## config.mk

```make
export PLATFORM = sky130hd
export DESIGN_NAME = control_unit_flat
export DESIGN_NICKNAME = d
export VERILOG_FILES = /design/src/rtl/control_unit_pkg.sv /design/src/rtl/control_unit_if.sv /design/src/rtl/control_unit_alu_op_decode.sv /design/src/rtl/control_unit.sv /design/src/flat_wrapper.sv
export SDC_FILE = /design/constraint.sdc
export NUM_CORES = 1
export LEC_CHECK = 0
export ABC_CLOCK_PERIOD_IN_PS = 4900
export CAP_MARGIN = 10
export CORE_ASPECT_RATIO = 0.7
export CORE_MARGIN = 5
export CORE_UTILIZATION = 47
export DETAILED_ROUTE_END_ITERATION = 7
export GPL_TIMING_DRIVEN = 1
export PLACE_DENSITY = 0.94
export SYNTH_ARGS = -nofsm -noshare
export SYNTH_HDL_FRONTEND = slang
export SYNTH_HIERARCHICAL = 1
export SYNTH_SLANG_ARGS = --single-unit
```

## constraint.sdc

```tcl
create_clock -name clk -period 4.9 [get_ports clk]
set_input_delay 1.47 -clock clk [delete_from_list [all_inputs] [get_ports clk]]
set_output_delay 1.47 -clock clk [all_outputs]
set_load 0.01 [all_outputs]
```

## src/rtl/control_unit_pkg.sv

```systemverilog
// ----------------------------------------------------------------------------
// control_pkg
// Shared definitions for the control unit:
//   - 5-bit opcode encodings taken from IRVal[31:27]
//   - FSM state encoding (4-bit) and instruction class enum
//   - ALU-select and full control-word packed structs
//   - helper functions: opcode -> class, opcode -> ALU one-hot,
//     class -> last execute state
// ----------------------------------------------------------------------------
package control_pkg;

    localparam logic [4:0] OP_LD   = 5'b00000;
    localparam logic [4:0] OP_LDI  = 5'b00001;
    localparam logic [4:0] OP_ST   = 5'b00010;
    localparam logic [4:0] OP_ADD  = 5'b00011;
    localparam logic [4:0] OP_SUB  = 5'b00100;
    localparam logic [4:0] OP_AND  = 5'b00101;
    localparam logic [4:0] OP_OR   = 5'b00110;
    localparam logic [4:0] OP_ROR  = 5'b00111;
    localparam logic [4:0] OP_ROL  = 5'b01000;
    localparam logic [4:0] OP_SHR  = 5'b01001;
    localparam logic [4:0] OP_SHL  = 5'b01010;
    localparam logic [4:0] OP_ADDI = 5'b01011;
    localparam logic [4:0] OP_ANDI = 5'b01100;
    localparam logic [4:0] OP_ORI  = 5'b01101;
    localparam logic [4:0] OP_MUL  = 5'b01110;
    localparam logic [4:0] OP_DIV  = 5'b01111;
    localparam logic [4:0] OP_NEG  = 5'b10000;
    localparam logic [4:0] OP_NOT  = 5'b10001;
    localparam logic [4:0] OP_BR   = 5'b10010;
    localparam logic [4:0] OP_JR   = 5'b10011;
    localparam logic [4:0] OP_IN   = 5'b10100;
    localparam logic [4:0] OP_OUT  = 5'b10101;
    localparam logic [4:0] OP_NOP  = 5'b11000;
    localparam logic [4:0] OP_HALT = 5'b11001;

    typedef enum logic [3:0] {
        RESET_ST = 4'd0, T0 = 4'd1, T1 = 4'd2, T2 = 4'd3, T3 = 4'd4,
        T4 = 4'd5, T5 = 4'd6, T6 = 4'd7, T7 = 4'd8, HALT = 4'd9
    } state_t;

    typedef enum logic [3:0] {
        C_LD, C_LDI, C_ST, C_RTYPE, C_IMM, C_MULDIV, C_UNARY,
        C_BR, C_JR, C_IN, C_OUT, C_NOP, C_HALT, C_ILL
    } op_class_t;

    typedef struct packed {
        logic ADD, SUB, MUL, DIV, SHR, SHL, ROR, ROL, AND, OR, NEGATE, NOT, IncPC;
    } alu_sel_t;

    // Field order matches the concatenation that drives the interface.
    typedef struct packed {
        logic     run, illegal;
        logic     PCin, IRin, MARin, MDRin, RYin, RZin, HILOin, CONin, OUTPUTin, Rin;
        logic     PCout, MDRout, RZout, HILOout, INPUTout, Cout, BAout, Rout;
        logic     Gra, Grb, Grc;
        logic     Read, Write;
        alu_sel_t alu;
    } ctrl_t;

    function automatic op_class_t op_class(input logic [4:0] op);
        op_class_t cls;
        case (op)
            OP_LD:                         cls = C_LD;
            OP_LDI:                        cls = C_LDI;
            OP_ST:                         cls = C_ST;
            OP_ADD, OP_SUB, OP_AND, OP_OR,
            OP_ROR, OP_ROL, OP_SHR, OP_SHL: cls = C_RTYPE;
            OP_ADDI, OP_ANDI, OP_ORI:      cls = C_IMM;
            OP_MUL, OP_DIV:                cls = C_MULDIV;
            OP_NEG, OP_NOT:                cls = C_UNARY;
            OP_BR:                         cls = C_BR;
            OP_JR:                         cls = C_JR;
            OP_IN:                         cls = C_IN;
            OP_OUT:                        cls = C_OUT;
            OP_NOP:                        cls = C_NOP;
            OP_HALT:                       cls = C_HALT;
            default:                       cls = C_ILL;
        endcase
        return cls;
    endfunction

    // ALU operation owned by the opcode itself; address/branch adds are
    // issued directly by the FSM and are not part of this map.
    function automatic alu_sel_t alu_sel(input logic [4:0] op);
        alu_sel_t s;
        s = '0;
        case (op)
            OP_ADD, OP_ADDI: s.ADD    = 1'b1;
            OP_SUB:          s.SUB    = 1'b1;
            OP_AND, OP_ANDI: s.AND    = 1'b1;
            OP_OR,  OP_ORI:  s.OR     = 1'b1;
            OP_ROR:          s.ROR    = 1'b1;
            OP_ROL:          s.ROL    = 1'b1;
            OP_SHR:          s.SHR    = 1'b1;
            OP_SHL:          s.SHL    = 1'b1;
            OP_MUL:          s.MUL    = 1'b1;
            OP_DIV:          s.DIV    = 1'b1;
            OP_NEG:          s.NEGATE = 1'b1;
            OP_NOT:          s.NOT    = 1'b1;
            default:         s        = '0;
        endcase
        return s;
    endfunction

    function automatic state_t last_state(input op_class_t cls);
        state_t st;
        case (cls)
            C_LD, C_ST:                    st = T7;
            C_BR:                          st = T6;
            C_LDI, C_RTYPE, C_IMM, C_MULDIV: st = T5;
            C_UNARY:                       st = T4;
            default:                       st = T3;
        endcase
        return st;
    endfunction

endpackage

```

## src/rtl/control_unit_if.sv

```systemverilog
// ----------------------------------------------------------------------------
// control_unit_if
// Bundles the control unit's datapath-facing signals.
//   inputs to the FSM : IRVal, CON, stop
//   outputs           : run, illegal, register load enables, bus drivers,
//                       register-field selects, memory strobes, ALU selects
// Modports: master = datapath/bench side, slave = control_unit side.
// ----------------------------------------------------------------------------
interface control_unit_if #(parameter int BITS = 32);
    logic [BITS-1:0] IRVal;
    logic CON, stop;
    logic run, illegal;
    logic PCin, IRin, MARin, MDRin, RYin, RZin, HILOin, CONin, OUTPUTin, Rin;
    logic PCout, MDRout, RZout, HILOout, INPUTout, Cout, BAout, Rout;
    logic Gra, Grb, Grc, Read, Write;
    logic ADD, SUB, MUL, DIV, SHR, SHL, ROR, ROL, AND, OR, NEGATE, NOT, IncPC;

    modport master (
        output IRVal, CON, stop,
        input  run, illegal,
        input  PCin, IRin, MARin, MDRin, RYin, RZin, HILOin, CONin, OUTPUTin, Rin,
        input  PCout, MDRout, RZout, HILOout, INPUTout, Cout, BAout, Rout,
        input  Gra, Grb, Grc, Read, Write,
        input  ADD, SUB, MUL, DIV, SHR, SHL, ROR, ROL, AND, OR, NEGATE, NOT, IncPC
    );

    modport slave (
        input  IRVal, CON, stop,
        output run, illegal,
        output PCin, IRin, MARin, MDRin, RYin, RZin, HILOin, CONin, OUTPUTin, Rin,
        output PCout, MDRout, RZout, HILOout, INPUTout, Cout, BAout, Rout,
        output Gra, Grb, Grc, Read, Write,
        output ADD, SUB, MUL, DIV, SHR, SHL, ROR, ROL, AND, OR, NEGATE, NOT, IncPC
    );
endinterface

```

## src/rtl/control_unit_alu_op_decode.sv

```systemverilog
// ----------------------------------------------------------------------------
// alu_op_decode
// Maps the registered opcode onto the 13 ALU select lines (one-hot or zero).
//   i_op  : 5-bit opcode
//   o_sel : ALU select struct (IncPC never set here)
// ----------------------------------------------------------------------------
module alu_op_decode
    import control_pkg::*;
(
    input  logic [4:0] i_op,
    output alu_sel_t   o_sel
);
    assign o_sel = alu_sel(i_op);
endmodule

```

## src/rtl/control_unit.sv

```systemverilog
// ----------------------------------------------------------------------------
// control_unit
// Moore FSM sequencing fetch / decode / execute for the bus datapath.
//   clk   : system clock, all state changes on posedge
//   reset : synchronous, active-low
//   bus   : control_unit_if slave (IRVal, CON, stop in; all strobes out)
// Strobes are decoded from the state and the opcode captured on T2->T3;
// the only exception is PCin in branch T6, which follows CON.
// ----------------------------------------------------------------------------
module control_unit
    import control_pkg::*;
#(
    parameter int BITS   = 32,
    parameter int OP_MSB = 31
) (
    input  logic           clk,
    input  logic           reset,
    control_unit_if.slave  bus
);
    state_t          r_state, w_next;
    logic [4:0]      r_op;
    logic            r_stop_req;
    logic [BITS-1:0] w_ir;
    op_class_t       w_cls;
    alu_sel_t        w_alu;
    ctrl_t           w_ctrl;

    assign w_ir  = bus.IRVal;
    assign w_cls = op_class(r_op);

    alu_op_decode u_alu_dec (.i_op(r_op), .o_sel(w_alu));

    // State, opcode capture and sticky stop request.
    always_ff @(posedge clk) begin
        if (!reset) begin
            r_state    <= RESET_ST;
            r_op       <= 5'd0;
            r_stop_req <= 1'b0;
        end else begin
            r_state    <= w_next;
            r_stop_req <= r_stop_req | bus.stop;
            if (r_state == T2) begin
                r_op <= w_ir[OP_MSB -: 5];
            end
        end
    end

    // Next-state: linear fetch, execute runs to the class's last state.
    always_comb begin
        w_next = r_state;
        case (r_state)
            RESET_ST: w_next = T0;
            T0:       w_next = T1;
            T1:       w_next = T2;
            T2:       w_next = T3;
            T3, T4, T5, T6, T7: begin
                if (r_state == T3 && w_cls == C_HALT) begin
                    w_next = HALT;
                end else if (r_state == last_state(w_cls)) begin
                    w_next = r_stop_req ? HALT : T0;
                end else begin
                    w_next = state_t'(r_state + 4'd1);
                end
            end
            HALT:     w_next = HALT;
            default:  w_next = RESET_ST;
        endcase
    end

    // Control-word decode for the current state.
    always_comb begin
        w_ctrl     = '0;
        w_ctrl.run = (r_state >= T0) && (r_state <= T7);
        case (r_state)
            T0: begin
                w_ctrl.PCout = 1'b1; w_ctrl.MARin = 1'b1;
                w_ctrl.alu.IncPC = 1'b1; w_ctrl.RZin = 1'b1;
            end
            T1: begin
                w_ctrl.RZout = 1'b1; w_ctrl.PCin = 1'b1;
                w_ctrl.Read = 1'b1; w_ctrl.MDRin = 1'b1;
            end
            T2: begin
                w_ctrl.MDRout = 1'b1; w_ctrl.IRin = 1'b1;
            end
            T3: begin
                case (w_cls)
                    C_LD, C_LDI, C_ST: begin
                        w_ctrl.Grb = 1'b1; w_ctrl.BAout = 1'b1; w_ctrl.RYin = 1'b1;
                    end
                    C_RTYPE, C_IMM: begin
                        w_ctrl.Grb = 1'b1; w_ctrl.Rout = 1'b1; w_ctrl.RYin = 1'b1;
                    end
                    C_MULDIV: begin
                        w_ctrl.Gra = 1'b1; w_ctrl.Rout = 1'b1; w_ctrl.RYin = 1'b1;
                    end
                    C_UNARY: begin
                        w_ctrl.Grb = 1'b1; w_ctrl.Rout = 1'b1;
                        w_ctrl.alu = w_alu; w_ctrl.RZin = 1'b1;
                    end
                    C_BR: begin
                        w_ctrl.Gra = 1'b1; w_ctrl.Rout = 1'b1; w_ctrl.CONin = 1'b1;
                    end
                    C_JR: begin
                        w_ctrl.Gra = 1'b1; w_ctrl.Rout = 1'b1; w_ctrl.PCin = 1'b1;
                    end
                    C_IN: begin
                        w_ctrl.INPUTout = 1'b1; w_ctrl.Gra = 1'b1; w_ctrl.Rin = 1'b1;
                    end
                    C_OUT: begin
                        w_ctrl.Gra = 1'b1; w_ctrl.Rout = 1'b1; w_ctrl.OUTPUTin = 1'b1;
                    end
                    C_ILL:   w_ctrl.illegal = 1'b1;
                    default: w_ctrl.illegal = 1'b0;
                endcase
            end
            T4: begin
                case (w_cls)
                    C_LD, C_LDI, C_ST: begin
                        w_ctrl.Cout = 1'b1; w_ctrl.alu.ADD = 1'b1; w_ctrl.RZin = 1'b1;
                    end
                    C_RTYPE: begin
                        w_ctrl.Grc = 1'b1; w_ctrl.Rout = 1'b1;
                        w_ctrl.alu = w_alu; w_ctrl.RZin = 1'b1;
                    end
                    C_IMM: begin
                        w_ctrl.Cout = 1'b1; w_ctrl.alu = w_alu; w_ctrl.RZin = 1'b1;
                    end
                    C_MULDIV: begin
                        w_ctrl.Grb = 1'b1; w_ctrl.Rout = 1'b1;
                        w_ctrl.alu = w_alu; w_ctrl.RZin = 1'b1;
                    end
                    C_UNARY: begin
                        w_ctrl.RZout = 1'b1; w_ctrl.Gra = 1'b1; w_ctrl.Rin = 1'b1;
                    end
                    C_BR: begin
                        w_ctrl.PCout = 1'b1; w_ctrl.RYin = 1'b1;
                    end
                    default: w_ctrl.RZin = 1'b0;
                endcase
            end
            T5: begin
                case (w_cls)
                    C_LD, C_ST: begin
                        w_ctrl.RZout = 1'b1; w_ctrl.MARin = 1'b1;
                    end
                    C_LDI, C_RTYPE, C_IMM: begin
                        w_ctrl.RZout = 1'b1; w_ctrl.Gra = 1'b1; w_ctrl.Rin = 1'b1;
                    end
                    C_MULDIV: begin
                        w_ctrl.RZout = 1'b1; w_ctrl.HILOin = 1'b1;
                    end
                    C_BR: begin
                        w_ctrl.Cout = 1'b1; w_ctrl.alu.ADD = 1'b1; w_ctrl.RZin = 1'b1;
                    end
                    default: w_ctrl.RZout = 1'b0;
                endcase
            end
            T6: begin
                case (w_cls)
                    C_LD: begin
                        w_ctrl.Read = 1'b1; w_ctrl.MDRin = 1'b1;
                    end
                    C_ST: begin
                        w_ctrl.Gra = 1'b1; w_ctrl.Rout = 1'b1; w_ctrl.MDRin = 1'b1;
                    end
                    C_BR: begin
                        // Branch taken only when the condition flag is set.
                        w_ctrl.RZout = 1'b1; w_ctrl.PCin = bus.CON;
                    end
                    default: w_ctrl.Read = 1'b0;
                endcase
            end
            T7: begin
                case (w_cls)
                    C_LD: begin
                        w_ctrl.MDRout = 1'b1; w_ctrl.Gra = 1'b1; w_ctrl.Rin = 1'b1;
                    end
                    C_ST:    w_ctrl.Write = 1'b1;
                    default: w_ctrl.Write = 1'b0;
                endcase
            end
            default: w_ctrl.run = 1'b0;
        endcase
    end

    assign {bus.run, bus.illegal,
            bus.PCin, bus.IRin, bus.MARin, bus.MDRin, bus.RYin, bus.RZin,
            bus.HILOin, bus.CONin, bus.OUTPUTin, bus.Rin,
            bus.PCout, bus.MDRout, bus.RZout, bus.HILOout, bus.INPUTout,
            bus.Cout, bus.BAout, bus.Rout,
            bus.Gra, bus.Grb, bus.Grc, bus.Read, bus.Write,
            bus.ADD, bus.SUB, bus.MUL, bus.DIV, bus.SHR, bus.SHL, bus.ROR,
            bus.ROL, bus.AND, bus.OR, bus.NEGATE, bus.NOT, bus.IncPC} = w_ctrl;

endmodule
```

## src/flat_wrapper.sv

```systemverilog
// flat-port wrapper written by rule: the top's interface ports become plain ports
module control_unit_flat import control_pkg::*;
#(
    parameter int BITS   = 32,
    parameter int OP_MSB = 31
)
  (clk, reset, bus_IRVal, bus_CON, bus_stop, bus_run, bus_illegal, bus_PCin, bus_IRin, bus_MARin, bus_MDRin, bus_RYin, bus_RZin, bus_HILOin, bus_CONin, bus_OUTPUTin, bus_Rin, bus_PCout, bus_MDRout, bus_RZout, bus_HILOout, bus_INPUTout, bus_Cout, bus_BAout, bus_Rout, bus_Gra, bus_Grb, bus_Grc, bus_Read, bus_Write, bus_ADD, bus_SUB, bus_MUL, bus_DIV, bus_SHR, bus_SHL, bus_ROR, bus_ROL, bus_AND, bus_OR, bus_NEGATE, bus_NOT, bus_IncPC);
  control_unit_if #(.BITS(BITS)) bus_i ();
  input  logic clk;
  input  logic reset;
  input wire logic [$bits(bus_i.IRVal)-1:0] bus_IRVal;
  input wire logic [$bits(bus_i.CON)-1:0] bus_CON;
  input wire logic [$bits(bus_i.stop)-1:0] bus_stop;
  output wire logic [$bits(bus_i.run)-1:0] bus_run;
  output wire logic [$bits(bus_i.illegal)-1:0] bus_illegal;
  output wire logic [$bits(bus_i.PCin)-1:0] bus_PCin;
  output wire logic [$bits(bus_i.IRin)-1:0] bus_IRin;
  output wire logic [$bits(bus_i.MARin)-1:0] bus_MARin;
  output wire logic [$bits(bus_i.MDRin)-1:0] bus_MDRin;
  output wire logic [$bits(bus_i.RYin)-1:0] bus_RYin;
  output wire logic [$bits(bus_i.RZin)-1:0] bus_RZin;
  output wire logic [$bits(bus_i.HILOin)-1:0] bus_HILOin;
  output wire logic [$bits(bus_i.CONin)-1:0] bus_CONin;
  output wire logic [$bits(bus_i.OUTPUTin)-1:0] bus_OUTPUTin;
  output wire logic [$bits(bus_i.Rin)-1:0] bus_Rin;
  output wire logic [$bits(bus_i.PCout)-1:0] bus_PCout;
  output wire logic [$bits(bus_i.MDRout)-1:0] bus_MDRout;
  output wire logic [$bits(bus_i.RZout)-1:0] bus_RZout;
  output wire logic [$bits(bus_i.HILOout)-1:0] bus_HILOout;
  output wire logic [$bits(bus_i.INPUTout)-1:0] bus_INPUTout;
  output wire logic [$bits(bus_i.Cout)-1:0] bus_Cout;
  output wire logic [$bits(bus_i.BAout)-1:0] bus_BAout;
  output wire logic [$bits(bus_i.Rout)-1:0] bus_Rout;
  output wire logic [$bits(bus_i.Gra)-1:0] bus_Gra;
  output wire logic [$bits(bus_i.Grb)-1:0] bus_Grb;
  output wire logic [$bits(bus_i.Grc)-1:0] bus_Grc;
  output wire logic [$bits(bus_i.Read)-1:0] bus_Read;
  output wire logic [$bits(bus_i.Write)-1:0] bus_Write;
  output wire logic [$bits(bus_i.ADD)-1:0] bus_ADD;
  output wire logic [$bits(bus_i.SUB)-1:0] bus_SUB;
  output wire logic [$bits(bus_i.MUL)-1:0] bus_MUL;
  output wire logic [$bits(bus_i.DIV)-1:0] bus_DIV;
  output wire logic [$bits(bus_i.SHR)-1:0] bus_SHR;
  output wire logic [$bits(bus_i.SHL)-1:0] bus_SHL;
  output wire logic [$bits(bus_i.ROR)-1:0] bus_ROR;
  output wire logic [$bits(bus_i.ROL)-1:0] bus_ROL;
  output wire logic [$bits(bus_i.AND)-1:0] bus_AND;
  output wire logic [$bits(bus_i.OR)-1:0] bus_OR;
  output wire logic [$bits(bus_i.NEGATE)-1:0] bus_NEGATE;
  output wire logic [$bits(bus_i.NOT)-1:0] bus_NOT;
  output wire logic [$bits(bus_i.IncPC)-1:0] bus_IncPC;
  assign bus_i.IRVal = bus_IRVal;
  assign bus_i.CON = bus_CON;
  assign bus_i.stop = bus_stop;
  assign bus_run = bus_i.run;
  assign bus_illegal = bus_i.illegal;
  assign bus_PCin = bus_i.PCin;
  assign bus_IRin = bus_i.IRin;
  assign bus_MARin = bus_i.MARin;
  assign bus_MDRin = bus_i.MDRin;
  assign bus_RYin = bus_i.RYin;
  assign bus_RZin = bus_i.RZin;
  assign bus_HILOin = bus_i.HILOin;
  assign bus_CONin = bus_i.CONin;
  assign bus_OUTPUTin = bus_i.OUTPUTin;
  assign bus_Rin = bus_i.Rin;
  assign bus_PCout = bus_i.PCout;
  assign bus_MDRout = bus_i.MDRout;
  assign bus_RZout = bus_i.RZout;
  assign bus_HILOout = bus_i.HILOout;
  assign bus_INPUTout = bus_i.INPUTout;
  assign bus_Cout = bus_i.Cout;
  assign bus_BAout = bus_i.BAout;
  assign bus_Rout = bus_i.Rout;
  assign bus_Gra = bus_i.Gra;
  assign bus_Grb = bus_i.Grb;
  assign bus_Grc = bus_i.Grc;
  assign bus_Read = bus_i.Read;
  assign bus_Write = bus_i.Write;
  assign bus_ADD = bus_i.ADD;
  assign bus_SUB = bus_i.SUB;
  assign bus_MUL = bus_i.MUL;
  assign bus_DIV = bus_i.DIV;
  assign bus_SHR = bus_i.SHR;
  assign bus_SHL = bus_i.SHL;
  assign bus_ROR = bus_i.ROR;
  assign bus_ROL = bus_i.ROL;
  assign bus_AND = bus_i.AND;
  assign bus_OR = bus_i.OR;
  assign bus_NEGATE = bus_i.NEGATE;
  assign bus_NOT = bus_i.NOT;
  assign bus_IncPC = bus_i.IncPC;
  control_unit #(.BITS(BITS), .OP_MSB(OP_MSB)) u_core (.clk(clk), .reset(reset), .bus(bus_i));
endmodule
```

Yosys cells after proc, flatten, opt, wreduce, memory -nomap -nowiden
Memories as Yosys holds them, arrays and structs flattened. A register that Yosys moved wholly into a read port is not among the register bits.
Index checks and enable logic that the tools add are counted.
Operators by class
  $add $sub $neg: 1
  order comparisons: 2
  equality and inequality tests: 37
  mux-type cells: 71
  bitwise gates (word level): 1
  reduce and logical (&&, ||, !) cells: 19
Operator list (count)
  equality test 5 x 4 -> 1 bit, second input constant: 8
  two-way mux 1 bit: 40
  equality test 4 x 3 -> 1 bit, second input constant: 8
  equality test 4 bit, second input constant: 7
  two-way mux 4 bit: 6
  case mux 4 bit (6 select lines): 1
  case mux 11 bit (2 select lines): 1
  equality test 5 x 3 -> 1 bit, second input constant: 4
  case mux 1 bit (2 select lines): 9
  equality test 4 x 2 -> 1 bit, second input constant: 4
  two-way mux 13 bit: 1
  two-way mux 12 bit: 1
  case mux 1 bit (3 select lines): 4
  case mux 1 bit (4 select lines): 3
  OR reduction 6 bit: 2
  equality test 5 bit, second input constant: 2
  two-way mux 5 bit: 2
  OR reduction 2 bit: 5
  OR reduction 5 bit: 2
  OR reduction 3 bit: 3
  equality test 4 x 1 -> 1 bit, second input constant: 2
  zero test 4 bit: 2
  OR reduction 8 bit: 1
  OR reduction 7 bit: 1
  other kinds (10): 12
Word-level totals
  bits in registers: 10
  bits in read-only memories: 160
  input bits: 36
  word-level logic and storage cells: 136
  memories: 2
Memory list
  (no name shown): depth 32, width 4, read ports 1, clocked after Yosys merged registers in 1, wr ports 0, RTL line control_unit_pkg.sv:63  | case (op)
  (no name shown): depth 8, width 4, read ports 1, clocked after Yosys merged registers in 0, wr ports 0, RTL line control_unit_pkg.sv:108  | case (cls)

Longest topological paths before layout
Gate-level depths: netlist of the first run.
  depth after elaboration: 8
  mapped depth: 10
  mapped depth without buffers: 8

Cells and area by module
Netlist of the first run, hierarchy kept.
By module, submodules not included
  control_unit: times used 1, cells each 234, area each 1579.0 µm²
  alu_op_decode: times used 1, cells each 26, area each 161.4 µm²

Worst setup path after synthesis of the first run
No wires, ideal clock.
  kind: input to output
  start point: input port bus_CON
  end point: output port bus_PCin
  arrival: 1905 ps
  required time: 3430 ps
  setup slack: 1525 ps
  stages on the path: 3
  path buffers: 0
  cell sequence: nand3_1 > o21a_1 > o32ai_1
On the way
  word-level cells in the longest chain between the ends: 2
RTL lines
  start, declared: RTL line flat_wrapper.sv:12  | input wire logic [$bits(bus_i.CON)-1:0] bus_CON;
  two-way mux 1 bit: RTL line control_unit.sv:160  | case (w_cls)
  case mux 1 bit (3 select lines): RTL line control_unit.sv:74  | case (r_state)
  end, declared: RTL line flat_wrapper.sv:16  | output wire logic [$bits(bus_i.PCin)-1:0] bus_PCin;
Every way passes these cells.

Worst setup path in the final report of the first run
  start point: register u_core.r_state[0]
  end point: output port bus_NOT
On the way
  word-level cells in the longest chain between the ends: 2
  elaborated cells on any way between the ends: 3
  classes of those cells: eq/ne (2); mux (1)
RTL lines
  start, declared: RTL line control_unit.sv:20  | state_t r_state, w_next;
  start signal, assigned: RTL line control_unit.sv:40  | r_state <= w_next;
  equality test 4 x 3 -> 1 bit: RTL line control_unit.sv:74
  case mux 11 bit (2 select lines) *: RTL line control_unit.sv:74
  end, declared: RTL line flat_wrapper.sv:50  | output wire logic [$bits(bus_i.NOT)-1:0] bus_NOT;
Mark *: on every way between the ends. The rest lies on a longest branch, timed or not.

==> metrics.txt, run 1 <==
crit end category=primary output; DRT Wirelength=about 4.7 mm; Die Area=0.00504 mm^2; Yosys warning total=6; GP Congestion=0.907; Clock Pin Slew Worst Setup and Hold Paths=0.05 ns; CTS Buf Count=3; Post-Synthesis Cells=260; #FFs+latches synth=14; most frequent cell after synthesis=nand2_1; PD cells=328 mW/mm^2; Core Region=0.00354 mm^2; status=finished clean; grt total ovfl=0; initial antenna violation count=0; Post-synth EDFFs=0; Worst EP required=3.43 ns; clk root buf=clkbuf_8; Synth area leader=dfxtp_1; switching share of power=0.439; Final Non-Filler Cells=339; layout cells sized above 1=0.0796; largest net degree at the start of global routing=24; most common library cells after synthesis=nand2_1, nor2_1, clkbuf_1, dfxtp_1, nor3_1; Slew Limit Fails=0; row cnt=18; Tmin final=4.59 ns; Diodes inserted=0; Total Routing Usage GR=0.192; port bufs=45; Worst-Skew Late Latency=about 0.24 ns; Worst slew margin=0.524; DR pass1 iterations=5; placed cell count=between 300 and 400; layer with the highest usage=met2; initial DRC count=roughly 240; DRC Markers=0; Routed Antenna Nets=0; Flop pwr share=0.263; FMAX=between 0.2 and 0.25 GHz; combinational share of power=0.586; peak supply drop=173 uV; GR Util met3=0.0445; total net switching power=0.320 mW; Internal=0.408 mW; Fin. Hold Viols=0; Post-Place Cell Area=0.00217 mm^2; initial core utilization=0.492; WS Path Type=reg2out; Static Leak=0.791 nW; Distinct cells, synth=65; Final Setup Violations=0; nets=330; CP max FO=13; grt met2 use=0.308; CTS Hold Bufs=0; met1 usage=0.265; Pwr Total=0.728 mW; FFs w/ async S/R, synth=0; Vias per Instance=a little under 6; main flop type after synthesis=dfxtp_1; Post-CTS Resized=0; Filler cells=319; worst hold path type=reg2reg; Setup TNS=0 ns; post-CTS setup buffers=0; vias in the first global route=approximately 1700; top post-synthesis cells by area=dfxtp_1, nand2_1, nor2_1; H-Tree Depth=1; WL/cell=between 10 and 15 um; Die Span X=82.7 um; # IOs=74; final instance area=between 0.002 and 0.0025 mm^2; Syn-to-layout area delta=27.6%; Clk network pwr share=0.151; DPL Wire Length=3.50 mm; Final Cycle Share=0.937; critical path arrival=3.12 ns; Tightest Pin Transition=0.712 ns; Clock Skews=about 0.0026 ns; register area share after synthesis=0.161; mapped cell area=~0.0017 mm^2; first-pass GRT wire length=7.67 mm; RSZ-0062 raised after global routing=no; Mean Syn Cell Area=6.69 um^2; via count=1976; max-cap violations=0; maximum clock insertion buffer count=2; Critical Path Start Type=flop; Mapped Nets=300; die height=60.9 um; CTS tree=yes; total clock sinks=14; share of the synthesized area in the top cell type=0.161
flip-flops by register name, summed over array words and instances, names as in the netlist:
name / flops
u_core/w_cls: 4
u_core/r_state: 4
u_core/r_op: 5
u_core/r_stop_req: 1
power by group through the flow:
stage / Sequential [mW] / Clock [mW] / Combinational [mW]
finish: 0.192 / 0.110 / 0.427
global route: 0.197 / 0.120 / 0.466
floorplan: 0.156 / 0 / 0.304
global placement: 0.190 / 0 / 0.410
CTS: 0.190 / 0.112 / 0.423
detailed placement: 0.192 / 0 / 0.422
kinds of logic after synthesis:
group                      count (synthesis)  synth area share
adders and majority gates                  4            0.0288
and+or+nand+nor                          134             0.413
xor gates and xnor gates                   4            0.0201
muxes                                      6            0.0381
other                                      2           0.00432
buffers and inverters                     32            0.0820
DFF                                       14             0.161
AOI/OAI and AO/OA                         64             0.253
per-stage QoR:
step / setup slack, ns / utilization / hold WS, ns
global placement: 0.550 / 0.613 / 0.452
global route: 0.0506 / 0.628 / 0.499
floorplan: 1.52 / - / 0.440
CTS: 0.336 / 0.628 / 0.472
detailed placement: 0.517 / 0.613 / 0.458
finish: 0.308 / 0.628 / 0.468
routing by layer:
metal | up-vias | part of all wire
met4 | 0 | 0.0017
met2 | 108 | 0.46
met1 | 884 | 0.44
li1 | 982 | -
met5 | - | 0
met3 | 2 | 0.10
critical path: stages, from the launching register on:
cell and delay (ns):
dfxtp_1 0.45, ha_1 0.43, and3b_1 0.36, nand3_1 0.11, o31ai_1 0.11, a22oi_1 0.12, nor2_1 0.53, and2_1 0.22
clkdlybuf4s50_1 0.54
cells in the final DEF, fill, tap and decap left out, types with 4 or more instances in the layout:
master           instances
dfxtp_1                 14
nor2_1                  25
xnor2_1                  4
ha_1                     4
clkbuf_8                 4
nand3b_1                 4
a21oi_1                 11
inv_1                    7
o21ai_0                 12
nor3_1                  14
nand2_1                 27
clkdlybuf4s50_1         45
o21a_1                   5
and2_1                  13
nand3_1                 12
o21ai_1                  7
nand2b_1                 8
and3_1                   5
layout make-up:
cell class              count  area, um^2  area share
multi-input cells         214        1320       0.593
repair buffers             47         465       0.210
flip-flops and latches     14         280       0.126
well taps                  50        62.6      0.0282
clock buffers               4        55.1      0.0248
inverters                  10        40.0      0.0180
final timing paths:
check                                             startpoint                           end  slack [ns]  cells past startpoint
worst max-delay path            u_core/r_state[0]$_SDFF_PN0_                       bus_NOT        0.31                      8
worst min-delay path            u_core/r_stop_req$_SDFF_PN0_  u_core/r_stop_req$_SDFF_PN0_        0.47                      1
worst max register to register  u_core/r_state[0]$_SDFF_PN0_       u_core/w_cls[2]$_DFF_P_        2.76                      8
worst min register to register  u_core/r_stop_req$_SDFF_PN0_  u_core/r_stop_req$_SDFF_PN0_        0.47                      1
Note: power is estimated with default switching activity, not from simulation.
==> inputs of run 2 (changes only) <==
--- a/config.mk
+++ b/config.mk
@@ -12,7 +12,9 @@
 export CORE_UTILIZATION = 47
 export DETAILED_ROUTE_END_ITERATION = 7
 export GPL_TIMING_DRIVEN = 1
+export HOLD_SLACK_MARGIN = 0.08
 export PLACE_DENSITY = 0.94
+export SLEW_MARGIN = 20
 export SYNTH_ARGS = -nofsm -noshare
 export SYNTH_HDL_FRONTEND = slang
 export SYNTH_HIERARCHICAL = 1
==> results of run 2 <==
Same layout as run 1: the final DEF is identical, and so are final timing and power.
